==> src/rtl/sdr_app_traffic_gen_if.sv <==
`default_nettype none
// +----------------------------------------------------------------------------+
// | sdr_app_traffic_gen_if : SDRAM controller application-port bus             |
// | Rev 1.0                                                                    |
// +----------------------------------------------------------------------------+
interface sdr_app_traffic_gen_if #(
    parameter int APP_DW = 32,
    parameter int APP_BW = 4,
    parameter int AW     = 26,
    parameter int LW     = 9
);
    logic              app_req;
    logic [AW-1:0]     app_req_addr;
    logic [LW-1:0]     app_req_len;
    logic              app_req_wr_n;
    logic              app_req_wrap;
    logic [APP_DW-1:0] app_wr_data;
    logic [APP_BW-1:0] app_wr_en_n;
    logic              app_req_ack;
    logic              app_wr_next_req;
    logic [APP_DW-1:0] app_rd_data;
    logic              app_rd_valid;
    logic              app_last_rd;

    modport master (
        output app_req, app_req_addr, app_req_len, app_req_wr_n, app_req_wrap,
               app_wr_data, app_wr_en_n,
        input  app_req_ack, app_wr_next_req, app_rd_data, app_rd_valid, app_last_rd
    );

    modport slave (
        input  app_req, app_req_addr, app_req_len, app_req_wr_n, app_req_wrap,
               app_wr_data, app_wr_en_n,
        output app_req_ack, app_wr_next_req, app_rd_data, app_rd_valid, app_last_rd
    );
endinterface
`default_nettype wire

==> src/rtl/sdr_app_traffic_gen.sv <==
`default_nettype none
// +----------------------------------------------------------------------------+
// | sdr_app_traffic_gen : pattern write / read-check burst initiator           |
// | Rev 1.0                                                                    |
// +----------------------------------------------------------------------------+
module sdr_app_traffic_gen #(
    parameter int APP_DW = 32,
    parameter int APP_BW = 4,
    parameter int AW     = 26,
    parameter int LW     = 9
) (
    input  logic               sdram_clk,
    input  logic               reset_n,
    input  logic               sdr_init_done,
    input  logic               cmd_valid,
    output logic               cmd_ready,
    input  logic               cmd_wr_n,
    input  logic [AW-1:0]      cmd_addr,
    input  logic [LW-1:0]      cmd_len,
    input  logic [APP_DW-1:0]  cmd_seed,
    sdr_app_traffic_gen_if.master app,
    output logic               busy,
    output logic               done,
    output logic [15:0]        err_cnt,
    output logic               proto_err
);
    typedef enum logic [2:0] {
        S_IDLE  = 3'd0,
        S_REQ   = 3'd1,
        S_WDATA = 3'd2,
        S_RDATA = 3'd3,
        S_DONE  = 3'd4
    } state_t;

    state_t            r_state;
    logic              r_req;
    logic [AW-1:0]     r_addr;
    logic [LW-1:0]     r_len;
    logic [LW-1:0]     r_idx;
    logic              r_wr_n;
    logic [APP_DW-1:0] r_seed;
    logic [APP_DW-1:0] r_wr_data;

    logic              w_accept;
    logic              w_wr_beat;
    logic              w_rd_beat;
    logic              w_last_beat;
    logic              w_rd_mismatch;
    logic [LW-1:0]     w_idx_inc;

    assign w_accept      = (r_state == S_IDLE) && cmd_valid && cmd_ready;
    // Data beats are honoured from the request phase onward, ack cycle included.
    assign w_wr_beat     = ((r_state == S_REQ) || (r_state == S_WDATA)) && !r_wr_n && app.app_wr_next_req;
    assign w_rd_beat     = ((r_state == S_REQ) || (r_state == S_RDATA)) && r_wr_n && app.app_rd_valid;
    assign w_last_beat   = (r_idx == (r_len - 1'b1));
    assign w_idx_inc     = r_idx + 1'b1;
    assign w_rd_mismatch = (app.app_rd_data != (r_seed + APP_DW'(r_idx)));

    assign app.app_req      = r_req;
    assign app.app_req_addr = r_addr;
    assign app.app_req_len  = r_len;
    assign app.app_req_wr_n = r_wr_n;
    assign app.app_req_wrap = 1'b0;
    assign app.app_wr_data  = r_wr_data;
    assign app.app_wr_en_n  = {APP_BW{1'b0}};

    always_ff @(posedge sdram_clk or negedge reset_n) begin
        if (!reset_n) begin
            r_state   <= S_IDLE;
            r_req     <= 1'b0;
            r_addr    <= '0;
            r_len     <= '0;
            r_idx     <= '0;
            r_wr_n    <= 1'b0;
            r_seed    <= '0;
            r_wr_data <= '0;
            cmd_ready <= 1'b0;
            busy      <= 1'b0;
            done      <= 1'b0;
            err_cnt   <= '0;
            proto_err <= 1'b0;
        end else begin
            done <= 1'b0;
            case (r_state)
                S_IDLE: begin
                    cmd_ready <= sdr_init_done;
                    if (w_accept) begin
                        cmd_ready <= 1'b0;
                        busy      <= 1'b1;
                        r_addr    <= cmd_addr;
                        r_len     <= cmd_len;
                        r_wr_n    <= cmd_wr_n;
                        r_seed    <= cmd_seed;
                        r_idx     <= '0;
                        err_cnt   <= '0;
                        if (cmd_len == '0) begin
                            r_state <= S_DONE;
                            done    <= 1'b1;
                        end else begin
                            r_state   <= S_REQ;
                            r_req     <= 1'b1;
                            r_wr_data <= cmd_seed;
                        end
                    end
                end
                S_REQ: begin
                    if (app.app_req_ack) begin
                        r_req   <= 1'b0;
                        r_state <= r_wr_n ? S_RDATA : S_WDATA;
                    end
                end
                S_WDATA, S_RDATA: ;
                S_DONE: begin
                    r_state   <= S_IDLE;
                    busy      <= 1'b0;
                    cmd_ready <= sdr_init_done;
                end
                default: r_state <= S_IDLE;
            endcase

            // Beat handling comes last so burst completion overrides the ack transition.
            if (w_wr_beat) begin
                r_idx     <= w_idx_inc;
                r_wr_data <= r_seed + APP_DW'(w_idx_inc);
                if (w_last_beat) begin
                    r_state <= S_DONE;
                    r_req   <= 1'b0;
                    done    <= 1'b1;
                end
            end

            if (w_rd_beat) begin
                r_idx <= w_idx_inc;
                if (w_rd_mismatch && (err_cnt != 16'hFFFF)) begin
                    err_cnt <= err_cnt + 16'd1;
                end
                if (w_last_beat) begin
                    r_state <= S_DONE;
                    r_req   <= 1'b0;
                    done    <= 1'b1;
                end else if (app.app_last_rd) begin
                    proto_err <= 1'b1;
                    r_state   <= S_DONE;
                    r_req     <= 1'b0;
                    done      <= 1'b1;
                end
            end
        end
    end
endmodule
`default_nettype wire

==> src/flat_wrapper.sv <==
// flat-port wrapper written by rule: the top's interface ports become plain ports
module sdr_app_traffic_gen_flat 
#(
    parameter int APP_DW = 32,
    parameter int APP_BW = 4,
    parameter int AW     = 26,
    parameter int LW     = 9
)
  (sdram_clk, reset_n, sdr_init_done, cmd_valid, cmd_ready, cmd_wr_n, cmd_addr, cmd_len, cmd_seed, busy, done, err_cnt, proto_err, app_app_req, app_app_req_addr, app_app_req_len, app_app_req_wr_n, app_app_req_wrap, app_app_wr_data, app_app_wr_en_n, app_app_req_ack, app_app_wr_next_req, app_app_rd_data, app_app_rd_valid, app_app_last_rd);
  sdr_app_traffic_gen_if #(.APP_DW(APP_DW), .APP_BW(APP_BW), .AW(AW), .LW(LW)) app_i ();
  input  logic sdram_clk;
  input  logic reset_n;
  input  logic sdr_init_done;
  input  logic cmd_valid;
  output logic cmd_ready;
  input  logic cmd_wr_n;
  input  logic [AW-1:0] cmd_addr;
  input  logic [LW-1:0] cmd_len;
  input  logic [APP_DW-1:0] cmd_seed;
  output logic busy;
  output logic done;
  output logic [15:0] err_cnt;
  output logic proto_err;
  output wire logic [$bits(app_i.app_req)-1:0] app_app_req;
  output wire logic [$bits(app_i.app_req_addr)-1:0] app_app_req_addr;
  output wire logic [$bits(app_i.app_req_len)-1:0] app_app_req_len;
  output wire logic [$bits(app_i.app_req_wr_n)-1:0] app_app_req_wr_n;
  output wire logic [$bits(app_i.app_req_wrap)-1:0] app_app_req_wrap;
  output wire logic [$bits(app_i.app_wr_data)-1:0] app_app_wr_data;
  output wire logic [$bits(app_i.app_wr_en_n)-1:0] app_app_wr_en_n;
  input wire logic [$bits(app_i.app_req_ack)-1:0] app_app_req_ack;
  input wire logic [$bits(app_i.app_wr_next_req)-1:0] app_app_wr_next_req;
  input wire logic [$bits(app_i.app_rd_data)-1:0] app_app_rd_data;
  input wire logic [$bits(app_i.app_rd_valid)-1:0] app_app_rd_valid;
  input wire logic [$bits(app_i.app_last_rd)-1:0] app_app_last_rd;
  assign app_app_req = app_i.app_req;
  assign app_app_req_addr = app_i.app_req_addr;
  assign app_app_req_len = app_i.app_req_len;
  assign app_app_req_wr_n = app_i.app_req_wr_n;
  assign app_app_req_wrap = app_i.app_req_wrap;
  assign app_app_wr_data = app_i.app_wr_data;
  assign app_app_wr_en_n = app_i.app_wr_en_n;
  assign app_i.app_req_ack = app_app_req_ack;
  assign app_i.app_wr_next_req = app_app_wr_next_req;
  assign app_i.app_rd_data = app_app_rd_data;
  assign app_i.app_rd_valid = app_app_rd_valid;
  assign app_i.app_last_rd = app_app_last_rd;
  sdr_app_traffic_gen #(.APP_DW(APP_DW), .APP_BW(APP_BW), .AW(AW), .LW(LW)) u_core (.sdram_clk(sdram_clk), .reset_n(reset_n), .sdr_init_done(sdr_init_done), .cmd_valid(cmd_valid), .cmd_ready(cmd_ready), .cmd_wr_n(cmd_wr_n), .cmd_addr(cmd_addr), .cmd_len(cmd_len), .cmd_seed(cmd_seed), .app(app_i), .busy(busy), .done(done), .err_cnt(err_cnt), .proto_err(proto_err));
endmodule
==> config.mk <==
export PLATFORM = sky130hd
export DESIGN_NAME = sdr_app_traffic_gen_flat
export DESIGN_NICKNAME = d
export VERILOG_FILES = /design/src/rtl/sdr_app_traffic_gen_if.sv /design/src/rtl/sdr_app_traffic_gen.sv /design/src/flat_wrapper.sv
export SDC_FILE = /design/constraint.sdc
export NUM_CORES = 1
export LEC_CHECK = 0
export ABC_AREA = 1
export BUFFER_PORTS_ARGS = -buffer_cell sky130_fd_sc_hd__buf_2
export CORE_MARGIN = 5
export CORE_UTILIZATION = 25
export DETAILED_ROUTE_END_ITERATION = 10
export SLEW_MARGIN = 10
export SYNTH_ARGS = -nofsm -noshare
export SYNTH_HDL_FRONTEND = slang
export SYNTH_SLANG_ARGS = --single-unit
export TNS_END_PERCENT = 50
==> constraint.sdc <==
create_clock -name sdram_clk -period 2.7 [get_ports sdram_clk]
set_clock_uncertainty 0.1 [all_clocks]
set_input_delay 0.54 -clock sdram_clk [delete_from_list [all_inputs] [get_ports sdram_clk]]
set_output_delay 0.54 -clock sdram_clk [all_outputs]
set_load 0.02 [all_outputs]
# --- Yosys cells after proc, flatten, opt, wreduce, memory -nomap -nowiden ---
# Cells that the tools add are included.
totals:
  ff_bits: 133
classes:
  n_addsub: 5
  eq_ne: 9
  mux: 43
  bitwise: 1
  n_reduce_logical: 23
ops:
  columns: ["op", "count"]
  rows:
  - ["$mux W32", 4]
  - ["$add A32 B9 Y32", 2]
  - ["$mux W16", 4]
  - ["$mux W9", 4]
  - ["$ne A32 B32 Y1", 1]
  - ["$mux W3", 8]
  - ["$mux W1", 19]
  - ["$add A16 B1 Y16 const B", 1]
  - ["$ne A16 B16 Y1 const B", 1]
  - ["$add A9 B1 Y9 const B", 1]
  - ["$eq A9 B9 Y1", 1]
  - ["$logic_not A9 Y1", 1]
  - ["$pmux W3 S3", 1]
  - ["$sub A9 B1 Y9 const B", 1]
  - ["$logic_and A1 B1 Y1", 7]
  - ["$eq A3 B2 Y1 const B", 2]
  - ["$pmux W1 S2", 3]
  - ["$reduce_and A2 Y1", 3]
  - ["$reduce_and A3 Y1", 2]
  - ["$reduce_bool A2 Y1", 3]
  - ["$reduce_bool A3 Y1", 2]
  - ["$ne A2 B1 Y1 const B", 2]
  - ["$eq A3 B1 Y1 const B", 1]
  - ["$eq A3 B3 Y1 const B", 1]
  - ["5 further kinds", 6]

# --- Depth between registers and ports, before layout ---
# Gate-level depths: netlist (run 1).
logic_depth:
  ltp_word: 10
  mapped_depth: 21
  mapped_depth_nobuf: 20

# --- Worst setup path after synthesis (run 1) ---
# OpenSTA, ideal clock, no wires.
synth_timing:
  kind: "register to register"
  from: "register u_core.r_idx[1]"
  to: "register u_core.r_wr_data[24] (netlist: u_core.app.app_wr_data[24])"
  arrival_time_ns: 2.673
  required_time_ns: 2.464
  slack_ns: -0.208
  path_stages_with_launch: 19
  n_path_buf: 0
  cell_sequence: "dfrtp_1 -> ha_1 -> nand3_1 -> nor3_1 -> nand2_1 -> xor2_1 -> inv_1 -> ha_1 -> nand2_1 -> nor2_1 -> nand3_1 -> nand3_1 -> inv_1 -> nor3_1 -> nand2_1 -> nor2_1 -> nor3_1 -> a21oi_1 -> o21ai_0"
synth_between:
  elab_chain_cells: 3
synth_rtl:
  columns: ["item", "line", "rtl"]
  rows:
  - ["start: declaration", "sdr_app_traffic_gen.sv:39", "logic [LW-1:0] r_idx;"]
  - ["start signal: assignment", "sdr_app_traffic_gen.sv:123", "r_idx <= w_idx_inc;"]
  - ["start signal: assignment", "sdr_app_traffic_gen.sv:133", "r_idx <= w_idx_inc;"]
  - ["$add A9 B1 Y9", "sdr_app_traffic_gen.sv:56", "assign w_idx_inc = r_idx + 1'b1;"]
  - ["$add A32 B9 Y32", "sdr_app_traffic_gen.sv:124", "r_wr_data <= r_seed + APP_DW'(w_idx_inc);"]
  - ["$mux W32", "sdr_app_traffic_gen.sv:122", "if (w_wr_beat) begin"]
  - ["end signal: assignment", "sdr_app_traffic_gen.sv:102", "r_wr_data <= cmd_seed;"]
  - ["end signal: assignment", "sdr_app_traffic_gen.sv:124", null]
  - ["end: declaration", "sdr_app_traffic_gen.sv:42", "logic [APP_DW-1:0] r_wr_data;"]
# No other way between the ends.
# A chain may end at the register's enable or synchronous reset.

# --- Final worst setup path (run 1) ---
layout_timing:
  from: "register u_core.r_idx[0]"
  to: "register u_core.err_cnt[3]"
layout_between:
  elab_chain_cells: 5
layout_rtl:
  columns: ["item", "line", "rtl"]
  rows:
  - ["$add A32 B9 Y32", "sdr_app_traffic_gen.sv:57", "assign w_rd_mismatch = (app.app_rd_data != (r_seed + APP_DW'(r_idx)));"]
  - ["$ne A32 B32 Y1", "sdr_app_traffic_gen.sv:57", null]
  - ["$logic_and A1 B1 Y1", "sdr_app_traffic_gen.sv:134", "if (w_rd_mismatch && (err_cnt != 16'hFFFF)) begin"]
  - ["$mux W16", "sdr_app_traffic_gen.sv:134", null]
  - ["$mux W16", "sdr_app_traffic_gen.sv:132", "if (w_rd_beat) begin"]
  - ["end signal: assignment", "sdr_app_traffic_gen.sv:135", "err_cnt <= err_cnt + 16'd1;"]
  - ["end: declaration", "sdr_app_traffic_gen.sv:24", "output logic [15:0] err_cnt,"]
# No other way between the ends.

==> key figures, run 1 <==
Clocking
  • Clock Path Buffers: 2
  • Root buffer cell: clkbuf_16
  • TritonCTS clock tree: yes
  • H-tree Lvls: 4
  • Worst-path clk slew: 0.06 ns
  • Clk Latency, worst-skew pair: 0.42 ns
  • CTS Sinks: 133
  • Num CTS Buffers: 17

STA
  • Worst Max-Slew Pin Slew: 0.8584 ns
  • Final worst-path setup slack: -0.2313 ns
  • Final Hold Fails: 0
  • Setup-failing EPs final: 37
  • Max frequency: 341.1 MHz
  • Final worst-path cycle share: 1.086
  • Min Hold Slack: 0.2090 ns
  • Post-route setup TNS: -5.628 ns
  • RSZ-0062 raised after global routing: true
  • Headroom to the max-slew limit: 0.4256
  • Min Clock Period, post-route: 2.931 ns
  • Max Slew Vio Count: 0

Placed design
  • Pre-CTS setup slack: -0.3504 ns
  • GP Congestion: 0.9148
  • PortBufs: 196
  • Detailed Place HPWL: around 23 mm

Min path
  • Hold depth: 3
  • Hold_sp: cmd_addr[6]
  • Worst hold path class: in -> reg
  • Hold Path End: u_core.app.app_req_addr[6]

Global routing
  • Number of global-route vias before repair: a little under 9000
  • Total Routing Usage GR: 0.1497
  • First-pass GRT wire length: 46.28 mm
  • Initial antenna violation count: 5
  • GRT overflow: 0
  • Pin count of the biggest net entering global routing: 102

Routing
  • DR WL/cell: 15.19 microns
  • DRC errors left: 0
  • Iter 0 DRT Violations: just over 500
  • Via Count: about 8800
  • Vias/cell: 4.486
  • Final wirelength: 29.75 mm
  • DRT Pass-1 Iters: 5
  • Antenna viol nets, final: 0

Floorplan
  • Die area: a little under 40000 sq um
  • Die X: about 200 microns
  • Starting Density: 0.2531
  • Die Span Y: 196.8 microns
  • IO Count: between 200 and 250
  • Std cell rows: 68
  • Core area: between 30000 and 40000 sq um

Layout
  • Fillers: 3636
  • Share of layout cells above drive strength 1: 0.3105
  • Most common cell after layout, fill and taps aside: nand2_1
  • Fin nets: 1619
  • Area Growth Syn to Fin: 39.23%
  • Post-layout util: 0.3524
  • Most frequent cells in the layout: nand2_1 (381), buf_2 (195), inv_1 (139), dfrtp_1 (130), buf_4 (94)

Yosys
  • Post-synthesis sequential area ratio: 0.3816
  • Post-Syn Instances: 1209
  • Top FF cell, synth: dfrtp_1
  • Post-synth EDFFs: 0
  • Async SR Flop Fraction: 1.000
  • Cell Area, Synth: 8722 sq um
  • Netlist cell types: 47
  • Syn Area/Cell: about 7 sq um
  • YS warnings: 0
  • Synthesized flop and latch total: roughly 130

Power and ir drop
  • Lkg Pwr: 6.360 nW
  • Power, Total: 13.32 mW
  • Power Density: 1097 nW/um^2
  • Max IR drop VDD: between 0.0004 and 0.0005 V

Worst setup path
  • FF-to-FF End: u_core.err_cnt[3]
  • Worst Reg-to-Reg Cells: 17
  • RR Startpoint: u_core.r_idx[0]
  • Slowest CP cell: fa_2
  • Worst Path Max Fanout: 6
  • Worst Setup Start Kind: register
  • Critical path's largest stage delay: 0.53 ns
  • WS Path Type: reg -> reg
  • Critical Path AT: 3.14 ns
  • Crit-path cells: buf_6 > ha_4 > fa_2 > xnor2_1 > nand2_1 > nor2_2 > nand2_1 > a21oi_2 > nand3_2 > nor2_2 > nand3_1 > nor2_1 > nand3_2 > nand3_4 > buf_12 > clkbuf_16 > o21ai_2
  • Worst R2R Setup Slack: -0.23 ns
  • CP required: just under 3 ns
  • CP endpoint kind: register

Flow run
  • Max cap viols: 0

Status
  • Failing checks: setup timing
  • Status: complete, but fails checks
[stage by stage]
stage	area [sq um]	std cells
2_1_floorplan	8796	1213
3_3_place_gp	10940	1915
3_5_place_dp	10940	1915
4_1_cts	11830	1954
5_1_grt	12140	1958
6_report	12140	1958
[final cells by class]
type / count / area (sq um) / share of cell area
Inverter: 152 / 573.1 / 0.04719
Sequential cell: 133 / 3332 / 0.2744
Clock inverter: 11 / 147.6 / 0.01216
Antenna cell: 2 / 5.005 / 0.0004121
Clock buffer: 21 / 470.5 / 0.03874
Tap cell: 455 / 569.3 / 0.04688
Multi-Input combinational cell: 881 / 5117 / 0.4214
Timing Repair Buffer: 303 / 1929 / 0.1589
[cell families after synthesis]
group | after synthesis | synth area share
AND/OR/NAND/NOR | 618 | 0.3045
flip-flops | 133 | 0.3816
buffers and inverters | 199 | 0.09166
other | 1 | 0.0004299
adder cells (fa/ha/maj) | 23 | 0.03472
AO/OA/AOI/OAI | 151 | 0.1011
XOR/XNOR | 84 | 0.08593
[critical path, delay by kind of cell (launching register included)]
kind                     cells  cell delay, ns
XOR/XNOR                     1            0.11
flip-flops                   1            0.42
adder cells (fa/ha/maj)      2            0.68
buffers and inverters        3            0.40
AO/OA/AOI/OAI                2            0.19
AND/OR/NAND/NOR              9            0.94
[routing by layer]
metal / up-vias / part of all wire / GRT usage
met2: 260 / 0.47 / 0.2381
met5: - / 0.0015 / 0
li1: 4374 / - / -
met3: 49 / 0.061 / 0.03966
met4: 6 / 0.029 / 0.05855
met1: 4095 / 0.44 / 0.1949
[how the worst max path moves through the flow]
stage	slack [ns]	to	start
2_1_floorplan	0.008	u_core.app.app_wr_data[24]	u_core.r_idx[0]
3_3_place_gp	-0.33	u_core.app.app_wr_data[19]	u_core.r_idx[0]
3_5_place_dp	-0.35	u_core.err_cnt[5]	u_core.r_idx[0]
4_1_cts	-0.28	u_core.err_cnt[3]	u_core.r_idx[0]
5_1_grt	-0.46	u_core.app.app_wr_data[24]	u_core.r_idx[0]
6_report	-0.23	u_core.err_cnt[3]	u_core.r_idx[0]
[registers in the layout, summed over array words and instances, names as in the netlist]
signal	cells
u_core.err_cnt	16
u_core.busy	1
u_core.r_idx	9
u_core.app.app_wr_data	32
u_core.proto_err	1
u_core.app.app_req	1
u_core.app.app_req_addr	26
u_core.app.app_req_len	9
u_core.cmd_ready	1
u_core.r_state	3
u_core.done	1
u_core.r_seed	32
u_core.app.app_req_wr_n	1
[Yosys cell counts (all sizes together), types with 12 or more instances]
library cell	n	share of area
dfrtp	133	0.38
o21ai	103	0.065
nand3b	12	0.010
a21oi	24	0.014
xnor2	15	0.015
inv	152	0.065
xor2	68	0.068
nand3	66	0.041
buf	15	0.012
clkbuf	32	0.014
nor2	83	0.037
nand2	404	0.18
nor3	28	0.021
nand4	17	0.013
ha	21	0.030
[timing repair]
action | CTS | global route
hold buffers | 1 | 0
pin swaps | 9 | 20
setup endpoints to repair | 37 | 41
gates resized for setup | 48 | 68
setup buffers | 5 | 2
gates cloned | 1 | 1
hold endpoints to repair | 7 | 0
[where the power goes]
part           total, mW  leakage [nW]  internal (mW)  switching (mW)
Clock               2.45         0.292           1.53           0.925
Sequential          3.81          1.66           2.89           0.920
Combinational       7.05          4.40           2.90            4.15
(Power assumes the default switching activity.)
==> inputs of run 2 (changes only) <==
--- a/config.mk
+++ b/config.mk
@@ -5,7 +5,6 @@
 export SDC_FILE = /design/constraint.sdc
 export NUM_CORES = 1
 export LEC_CHECK = 0
-export ABC_AREA = 1
 export BUFFER_PORTS_ARGS = -buffer_cell sky130_fd_sc_hd__buf_2
 export CORE_MARGIN = 5
 export CORE_UTILIZATION = 25
==> key figures, run 2 <==
Routing
  • Via Count: 7794 (was 8784)
  • Final wirelength: 28.47 mm (was 29.75 mm)
  • Antenna viol nets, final: 0 (unchanged)
  • DRT Pass-1 Iters: 4 (was 5)
  • Iter 0 DRT Violations: 387 (was 506)
  • DR WL/cell: 16.99 microns (was 15.19 microns)
  • Vias/cell: 4.650 (was 4.486)
  • DRC errors left: 0 (unchanged)

Placed design
  • GP Congestion: 0.8834 (was 0.9148)
  • Detailed Place HPWL: 21.58 mm (was 22.85 mm)
  • Pre-CTS setup slack: -0.7512 ns (was -0.3504 ns)
  • PortBufs: 196 (unchanged)
  • Dpl cells: 1632 (was 1915)

Yosys
  • Cell Area, Synth: 8368 sq um (was 8722 sq um)
  • Post-synthesis compound-gate area fraction: 0.1235 (was 0.1011)
  • Mux share of post-synthesis cell area: 0.1386 (was 0)
  • Netlist cell types: 70 (was 47)
  • Post-Synth Simple-Gate Area: 0.1646 (was 0.3045)
  • Yosys top cell area share: 0.3977 (was 0.3816)
  • Adder-Cell Fraction of Synth Area: 0.03618 (was 0.03472)
  • Top FF cell, synth: dfrtp_1 (unchanged)
  • List of most frequent post-synthesis cells: dfrtp_1 (133), mux2_2 (87), nand2_1 (67), nor2_1 (56), xnor2_1 (55) (was nand2_1 (397), inv_1 (144), dfrtp_1 (133), o21ai_0 (88), nor2_1 (80))
  • Largest family of logic cells by synthesized area: simple AND/OR/NAND/NOR gates (unchanged)
  • Synth Area in XOR/XNOR: 0.09928 (was 0.08593)
  • Post-synthesis sequential area ratio: 0.3977 (was 0.3816)
  • Top area cells in the synthesized netlist: dfrtp_1 (40%), mux2_2 (12%), xnor2_1 (5.8%) (was dfrtp_1 (38%), nand2_1 (17%), xor2_1 (6.8%))
  • Top-count cell post-synth: dfrtp_1 (was nand2_1)
  • Post-synth EDFFs: 0 (unchanged)
  • Post-Syn Instances: 858 (was 1209)
  • Synthesized flop and latch total: 133 (unchanged)
  • YS warnings: 0 (unchanged)
  • Largest area contributor in the netlist: dfrtp_1 (unchanged)
  • Async SR Flop Fraction: 1.000 (unchanged)
  • Syn Area/Cell: 9.753 sq um (was 7.214 sq um)

Floorplan
  • IO Count: 202 (unchanged)
  • Die area: 37230 sq um (was 38720 sq um)
  • Die Span Y: 193.0 microns (was 196.8 microns)
  • Std cell rows: 67 (was 68)
  • Core area: 33280 sq um (was 34460 sq um)
  • Die X: 193.0 microns (was 196.8 microns)
  • Starting Density: 0.2514 (was 0.2531)

Global routing
  • First-pass GRT wire length: 43.26 mm (was 46.28 mm)
  • Pin count of the biggest net entering global routing: 90 (was 102)
  • Total Routing Usage GR: 0.1503 (was 0.1497)
  • Number of global-route vias before repair: 7754 (was 8728)
  • Initial antenna violation count: 0 (was 5)
  • GRT overflow: 0 (unchanged)

Power and ir drop
  • Power, Total: 15.58 mW (was 13.32 mW)
  • Max IR drop VDD: 0.0005539 V (was 0.0004941 V)
  • Power Density: 1294 nW/um^2 (was 1097 nW/um^2)
  • Lkg Pwr: 5.694 nW (was 6.360 nW)

Flow run
  • Max cap viols: 0 (unchanged)

Layout
  • Fillers: 3379 (was 3636)
  • Area Growth Syn to Fin: 43.84% (was 39.23%)
  • Most frequent cells in the layout: buf_2 (195), buf_4 (181), dfrtp_1 (132), mux2_2 (87), nand2_1 (67) (was nand2_1 (381), buf_2 (195), inv_1 (139), dfrtp_1 (130), buf_4 (94))
  • ANT cells: 0 (was 2)
  • Most common cell after layout, fill and taps aside: buf_2 (was nand2_1)
  • Final cell count without fillers: 1676 (was 1958)
  • Fin nets: 1346 (was 1619)
  • Share of layout cells above drive strength 1: 0.4495 (was 0.3105)

Worst setup path
  • WS Path Type: reg -> reg (unchanged)
  • CP endpoint kind: register (unchanged)
  • Worst Setup Start Kind: register (unchanged)
  • Critical Path AT: 3.58 ns (was 3.14 ns)
  • CP required: 2.91 ns (about the same)
  • Worst R2R Setup Slack: -0.67 ns (was -0.23 ns)
  • Worst Path Max Fanout: 10 (was 6)
  • FF-to-FF End: u_core.err_cnt[9] (was u_core.err_cnt[3])
  • Worst Reg-to-Reg Cells: 11 (was 17)
  • RR Startpoint: u_core.r_idx[0] (unchanged)

STA
  • Setup-failing EPs final: 40 (was 37)
  • Headroom to the max-slew limit: 0.6231 (was 0.4256)
  • Max frequency: 296.9 MHz (was 341.1 MHz)
  • Final worst-path cycle share: 1.247 (was 1.086)
  • RSZ-0062 raised after global routing: true (unchanged)
  • Final Hold Fails: 0 (unchanged)
  • Max Slew Vio Count: 0 (unchanged)
  • Min Clock Period, post-route: 3.368 ns (was 2.931 ns)
  • Worst Max-Slew Pin Slew: 0.5653 ns (was 0.8584 ns)
  • Final worst-path setup slack: -0.6678 ns (was -0.2313 ns)

Min path
  • Worst hold path class: in -> reg (unchanged)
  • Hold Path End: u_core.app.app_req_addr[2] (was u_core.app.app_req_addr[6])
  • Hold depth: 2 (was 3)
  • Hold_sp: cmd_addr[2] (was cmd_addr[6])

Clocking
  • Root buffer cell: clkbuf_16 (unchanged)
  • CTS Sinks: 133 (unchanged)
  • Worst-path clk slew: 0.06 ns (about the same)
  • Clock Path Buffers: 2 (unchanged)
  • H-tree Lvls: 4 (unchanged)
  • Num CTS Buffers: 17 (unchanged)
  • TritonCTS clock tree: yes (unchanged)
  • Clk Latency, worst-skew pair: 0.44 ns (was 0.42 ns)

Status
  • Status: complete, but fails checks (unchanged)
  • Failing checks: setup timing (unchanged)
[run 2: cell count changes after synthesis, moves of 14 or more]
cell	before	now
a21oi_1	24	49
inv_1	144	21
mux2_2	0	87
mux2i_1	0	18
nand2_1	397	67
nand3_1	62	40
nor2_1	80	56
o21ai_0	88	34
o21ai_2	14	0
xnor2_1	15	55
xor2_1	68	38
[run 2: logic make-up after synthesis]
kind of cell               after synthesis
xor gates and xnor gates                94
other                                    1
DFF                                    133
buffers and inverters                   75
muxes                                  105
adders and majority gates               23
and+or+nand+nor                        268
AOI/OAI and AO/OA                      159
[run 2: how the worst max path moves through the flow]
stage,from,endpoint,slack (ns),depth (start not counted)
after detailed placement,u_core.r_idx[0],u_core.err_cnt[12],-0.75,11
final,u_core.r_idx[0],u_core.err_cnt[9],-0.67,11
after global routing,u_core.r_idx[0],u_core.err_cnt[9],-0.84,11
after floorplan,u_core.r_idx[0],u_core.err_cnt[9],-0.48,10
after CTS,u_core.r_idx[0],u_core.err_cnt[9],-0.72,11
after global placement,u_core.r_idx[0],u_core.err_cnt[12],-0.70,11
[run 2: area by class of cell]
type                       count  area, sq um  area share
clock buffer                  18        439.2     0.03649
clock inverter                14        173.9     0.01445
inverter                      21        78.83    0.006549
multi-input combinational    654         4911      0.4080
sequential                   133         3329      0.2766
tap                          448        560.5     0.04657
timing repair buffer         388         2544      0.2113
[run 2: timing repair]
action / CTS / global route
resized for setup: 20 / 26
hold buffers: 1 / 0
setup buffers: 10 / 0
endpoints found under the setup margin: 41 / 48
cloned: 0 / 1
endpoints found under the hold margin: 29 / 0
pin swaps: 13 / 14
[run 2: through the flow]
step                hold WS (ns)  TNS [ns]    util  instance area (sq um)
finish                    0.2300    -15.49  0.3617                  12040
CTS                       0.2024    -15.40  0.3580                  11910
floorplan                 0.1444    -9.860       -                   8407
global route              0.2019    -21.80  0.3617                  12040
detailed placement        0.3739    -20.60  0.3350                  11150
global placement          0.3578    -19.30  0.3350                  11150
[run 2: per-layer routing]
metal  part of all wire  vias to the layer above  track usage
met2               0.47                      191       0.2428
met5                  0                        -            0
li1                   -                     3796            -
met3              0.051                       24      0.03907
met4              0.016                        0      0.03867
met1               0.46                     3783       0.2015
[run 2: report_power, final]
| group | total, mW | switching, mW | internal (mW) |
|---|---|---|---|
| combinational | 9.60 | 4.90 | 4.70 |
| clock | 2.49 | 1.00 | 1.49 |
| sequential | 3.49 | 0.627 | 2.86 |
[run 2: critical path: stages (launching register included)]
cell     delay, ns
dfrtp_1       0.38
ha_2          0.21
fa_2          0.41
xnor2_1       0.13
or4_1         0.50
or3_1         0.40
nor4b_2       0.23
nand4_1       0.17
nor3_4        0.20
buf_12        0.16
nor4_1        0.04
a311o_1       0.31
==> inputs of run 3 (changes only) <==
--- a/config.mk
+++ b/config.mk
@@ -5,9 +5,10 @@
 export SDC_FILE = /design/constraint.sdc
 export NUM_CORES = 1
 export LEC_CHECK = 0
-export BUFFER_PORTS_ARGS = -buffer_cell sky130_fd_sc_hd__buf_2
+export BUFFER_PORTS_ARGS = -buffer_cell sky130_fd_sc_hd__buf_4
 export CORE_MARGIN = 5
 export CORE_UTILIZATION = 25
+export CTS_CLUSTER_SIZE = 12
 export DETAILED_ROUTE_END_ITERATION = 10
 export SLEW_MARGIN = 10
 export SYNTH_ARGS = -nofsm -noshare
==> key figures, run 3 (synthesis gave the netlist of run 2 again) <==
Status
  • Status: complete, but fails checks (unchanged)
  • Failing checks: setup timing (unchanged)

Floorplan
  • Die Span Y: 193.0 microns (unchanged)
  • Die X: 193.0 microns (unchanged)
  • Starting Density: 0.2514 (unchanged)
  • IO Count: 202 (unchanged)
  • Core area: 33280 sq um (unchanged)
  • Die area: 37230 sq um (unchanged)
  • Std cell rows: 67 (unchanged)

STA
  • Final worst-path setup slack: -0.6801 ns (was -0.6678 ns)
  • Max Slew Vio Count: 0 (unchanged)
  • Min Clock Period, post-route: 3.380 ns (was 3.368 ns)
  • Min Hold Slack: 0.2418 ns (was 0.2300 ns)
  • Final worst-path cycle share: 1.252 (was 1.247)
  • Headroom to the max-slew limit: 0.5851 (was 0.6231)
  • Post-route setup TNS: -14.58 ns (was -15.49 ns)
  • Final Hold Fails: 0 (unchanged)
  • Worst Max-Slew Pin Slew: 0.6067 ns (was 0.5653 ns)
  • RSZ-0062 raised after global routing: true (unchanged)
  • Setup-failing EPs final: 39 (was 40)
  • Max frequency: 295.9 MHz (was 296.9 MHz)

Routing
  • DR WL/cell: 17.12 microns (was 16.99 microns)
  • Via Count: 7660 (was 7794)
  • Final wirelength: 28.53 mm (was 28.47 mm)
  • DRC errors left: 0 (unchanged)
  • Antenna viol nets, final: 0 (unchanged)
  • DRT Pass-1 Iters: 5 (was 4)
  • Iter 0 DRT Violations: 491 (was 387)
  • Vias/cell: 4.598 (was 4.650)

Layout
  • Area Growth Syn to Fin: 49.33% (was 43.84%)
  • Fin nets: 1336 (was 1346)
  • Most common cell after layout, fill and taps aside: buf_4 (was buf_2)
  • Final cell count without fillers: 1666 (was 1676)
  • ANT cells: 0 (unchanged)
  • Share of layout cells above drive strength 1: 0.4450 (was 0.4495)
  • Most frequent cells in the layout: buf_4 (365), dfrtp_1 (133), mux2_2 (87), nand2_1 (67), nor2_1 (55) (was buf_2 (195), buf_4 (181), dfrtp_1 (132), mux2_2 (87), nand2_1 (67))

Power and ir drop
  • Net switching share of the total power: 0.4094 (was 0.4191)
  • Lkg Pwr: 5.810 nW (was 5.694 nW)
  • Power Density: 1260 nW/um^2 (was 1294 nW/um^2)
  • Clk pwr share: 0.165 (was 0.160)
  • Max IR drop VDD: 0.0004926 V (was 0.0005539 V)
  • P_int: 9.302 mW (was 9.049 mW)
  • Power, Total: 15.75 mW (was 15.58 mW)
  • Sw Pwr: 6.447 mW (was 6.527 mW)
  • Share of power burned in registers: 0.225 (was 0.224)
  • Combinational power share: 0.610 (was 0.617)

Placed design
  • GP Congestion: 0.8949 (was 0.8834)
  • Dpl cells: 1628 (was 1632)
  • Detailed Place HPWL: 21.87 mm (was 21.58 mm)
  • PortBufs: 196 (unchanged)
  • Pre-CTS setup slack: -0.7888 ns (was -0.7512 ns)

Min path
  • Worst hold path class: in -> reg (unchanged)

Worst setup path
  • Worst R2R Setup Slack: -0.68 ns (was -0.67 ns)
  • Worst Path Max Fanout: 11 (was 10)
  • Worst Setup Start Kind: register (unchanged)
  • Critical Path AT: 3.59 ns (was 3.58 ns)
  • CP required: 2.91 ns (about the same)
  • WS Path Type: reg -> reg (unchanged)
  • CP endpoint kind: register (unchanged)

Global routing
  • GRT overflow: 0 (unchanged)
  • Pin count of the biggest net entering global routing: 68 (was 90)
  • First-pass GRT wire length: 44.30 mm (was 43.26 mm)
  • Number of global-route vias before repair: 8031 (was 7754)
  • Initial antenna violation count: 0 (unchanged)
  • Total Routing Usage GR: 0.1520 (was 0.1503)

Flow run
  • Max cap viols: 0 (unchanged)

Clocking
  • H-tree Lvls: 4 (unchanged)
  • Root buffer cell: clkbuf_16 (unchanged)
  • Clk Latency, worst-skew pair: 0.43 ns (was 0.44 ns)
  • TritonCTS clock tree: yes (unchanged)
  • Num CTS Buffers: 17 (unchanged)
  • CTS Sinks: 133 (unchanged)
  • Clock Path Buffers: 2 (unchanged)
  • Worst-path clk slew: 0.07 ns (was 0.06 ns)
-- run 3: changes by cell type in the layout (fill, tap and decap cells not counted), sizes merged --
cell	change
buf	-10
clkinvlp	+1
or2	+1
clkinv	-3
bufinv	+1
-- run 3: layout make-up --
| type | count | area, sq um |
|---|---|---|
| fill | 3385 | 20780 |
| multi-input combinational | 655 | 4936 |
| sequential | 133 | 3328 |
| timing repair buffer | 377 | 2944 |
| tap | 448 | 560.5 |
| clock buffer | 19 | 452.9 |
| clock inverter | 13 | 195.2 |
| inverter | 21 | 78.83 |
-- run 3: worst max-delay path, cell delays in order (launching register included) --
cell and delay, ns:
dfrtp_1 0.38, ha_2 0.21, fa_2 0.42, xnor2_1 0.13
or4_1 0.52, or3_4 0.40, nor4b_2 0.22, nand4_1 0.17
nor3_4 0.21, buf_12 0.16, nor4_1 0.04, a311o_1 0.31
-- run 3: final timing paths --
| check | cells after the start | start | to |
|---|---|---|---|
| worst max-delay path | 11 | u_core.r_idx[0] | u_core.err_cnt[9] |
| worst min-delay path | 2 | cmd_addr[9] | u_core.app.app_req_addr[9] |
| worst max register to register | 11 | u_core.r_idx[0] | u_core.err_cnt[9] |
| worst min register to register | 2 | u_core.busy | u_core.busy |
| max in group asynchronous | 3 | reset_n | u_core.err_cnt[10] |
| min in group asynchronous | 2 | reset_n | u_core.app.app_req_addr[8] |
-- run 3: repair_timing --
action / 4_1_cts / 5_1_grt
hold endpoints to repair: 43 / 0
setup buffers: 1 / 3
pin swaps: 11 / 13
hold buffers: 1 / 0
endpoints found under the setup margin: 40 / 46
cloned: 0 / 1
gates resized for setup: 18 / 28
-- run 3: power groups by stage --
stage,logic [mW],registers (mW),clock network (mW)
floorplan,4.49,4.13,0
global placement,9.09,3.52,0
detailed placement,9.19,3.57,0
CTS,9.38,3.54,2.69
global route,10.5,3.67,2.76
finish,9.61,3.54,2.60
-- run 3: per-layer routing --
layer / vias up / global-route usage / wire length (microns)
met4: 0 / 0.04684 / 520
met1: 3680 / 0.2061 / 13180
met2: 181 / 0.2449 / 13490
li1: 3778 / - / -
met3: 21 / 0.03133 / 1334
met5: - / 0 / 0
-- run 3: metrics by stage --
step	cell area (sq um)	utilization
after global routing	12500	0.3755
after global placement	11620	0.3491
after CTS	12340	0.3708
final	12500	0.3755
after floorplan	8407	-
after detailed placement	11620	0.3491
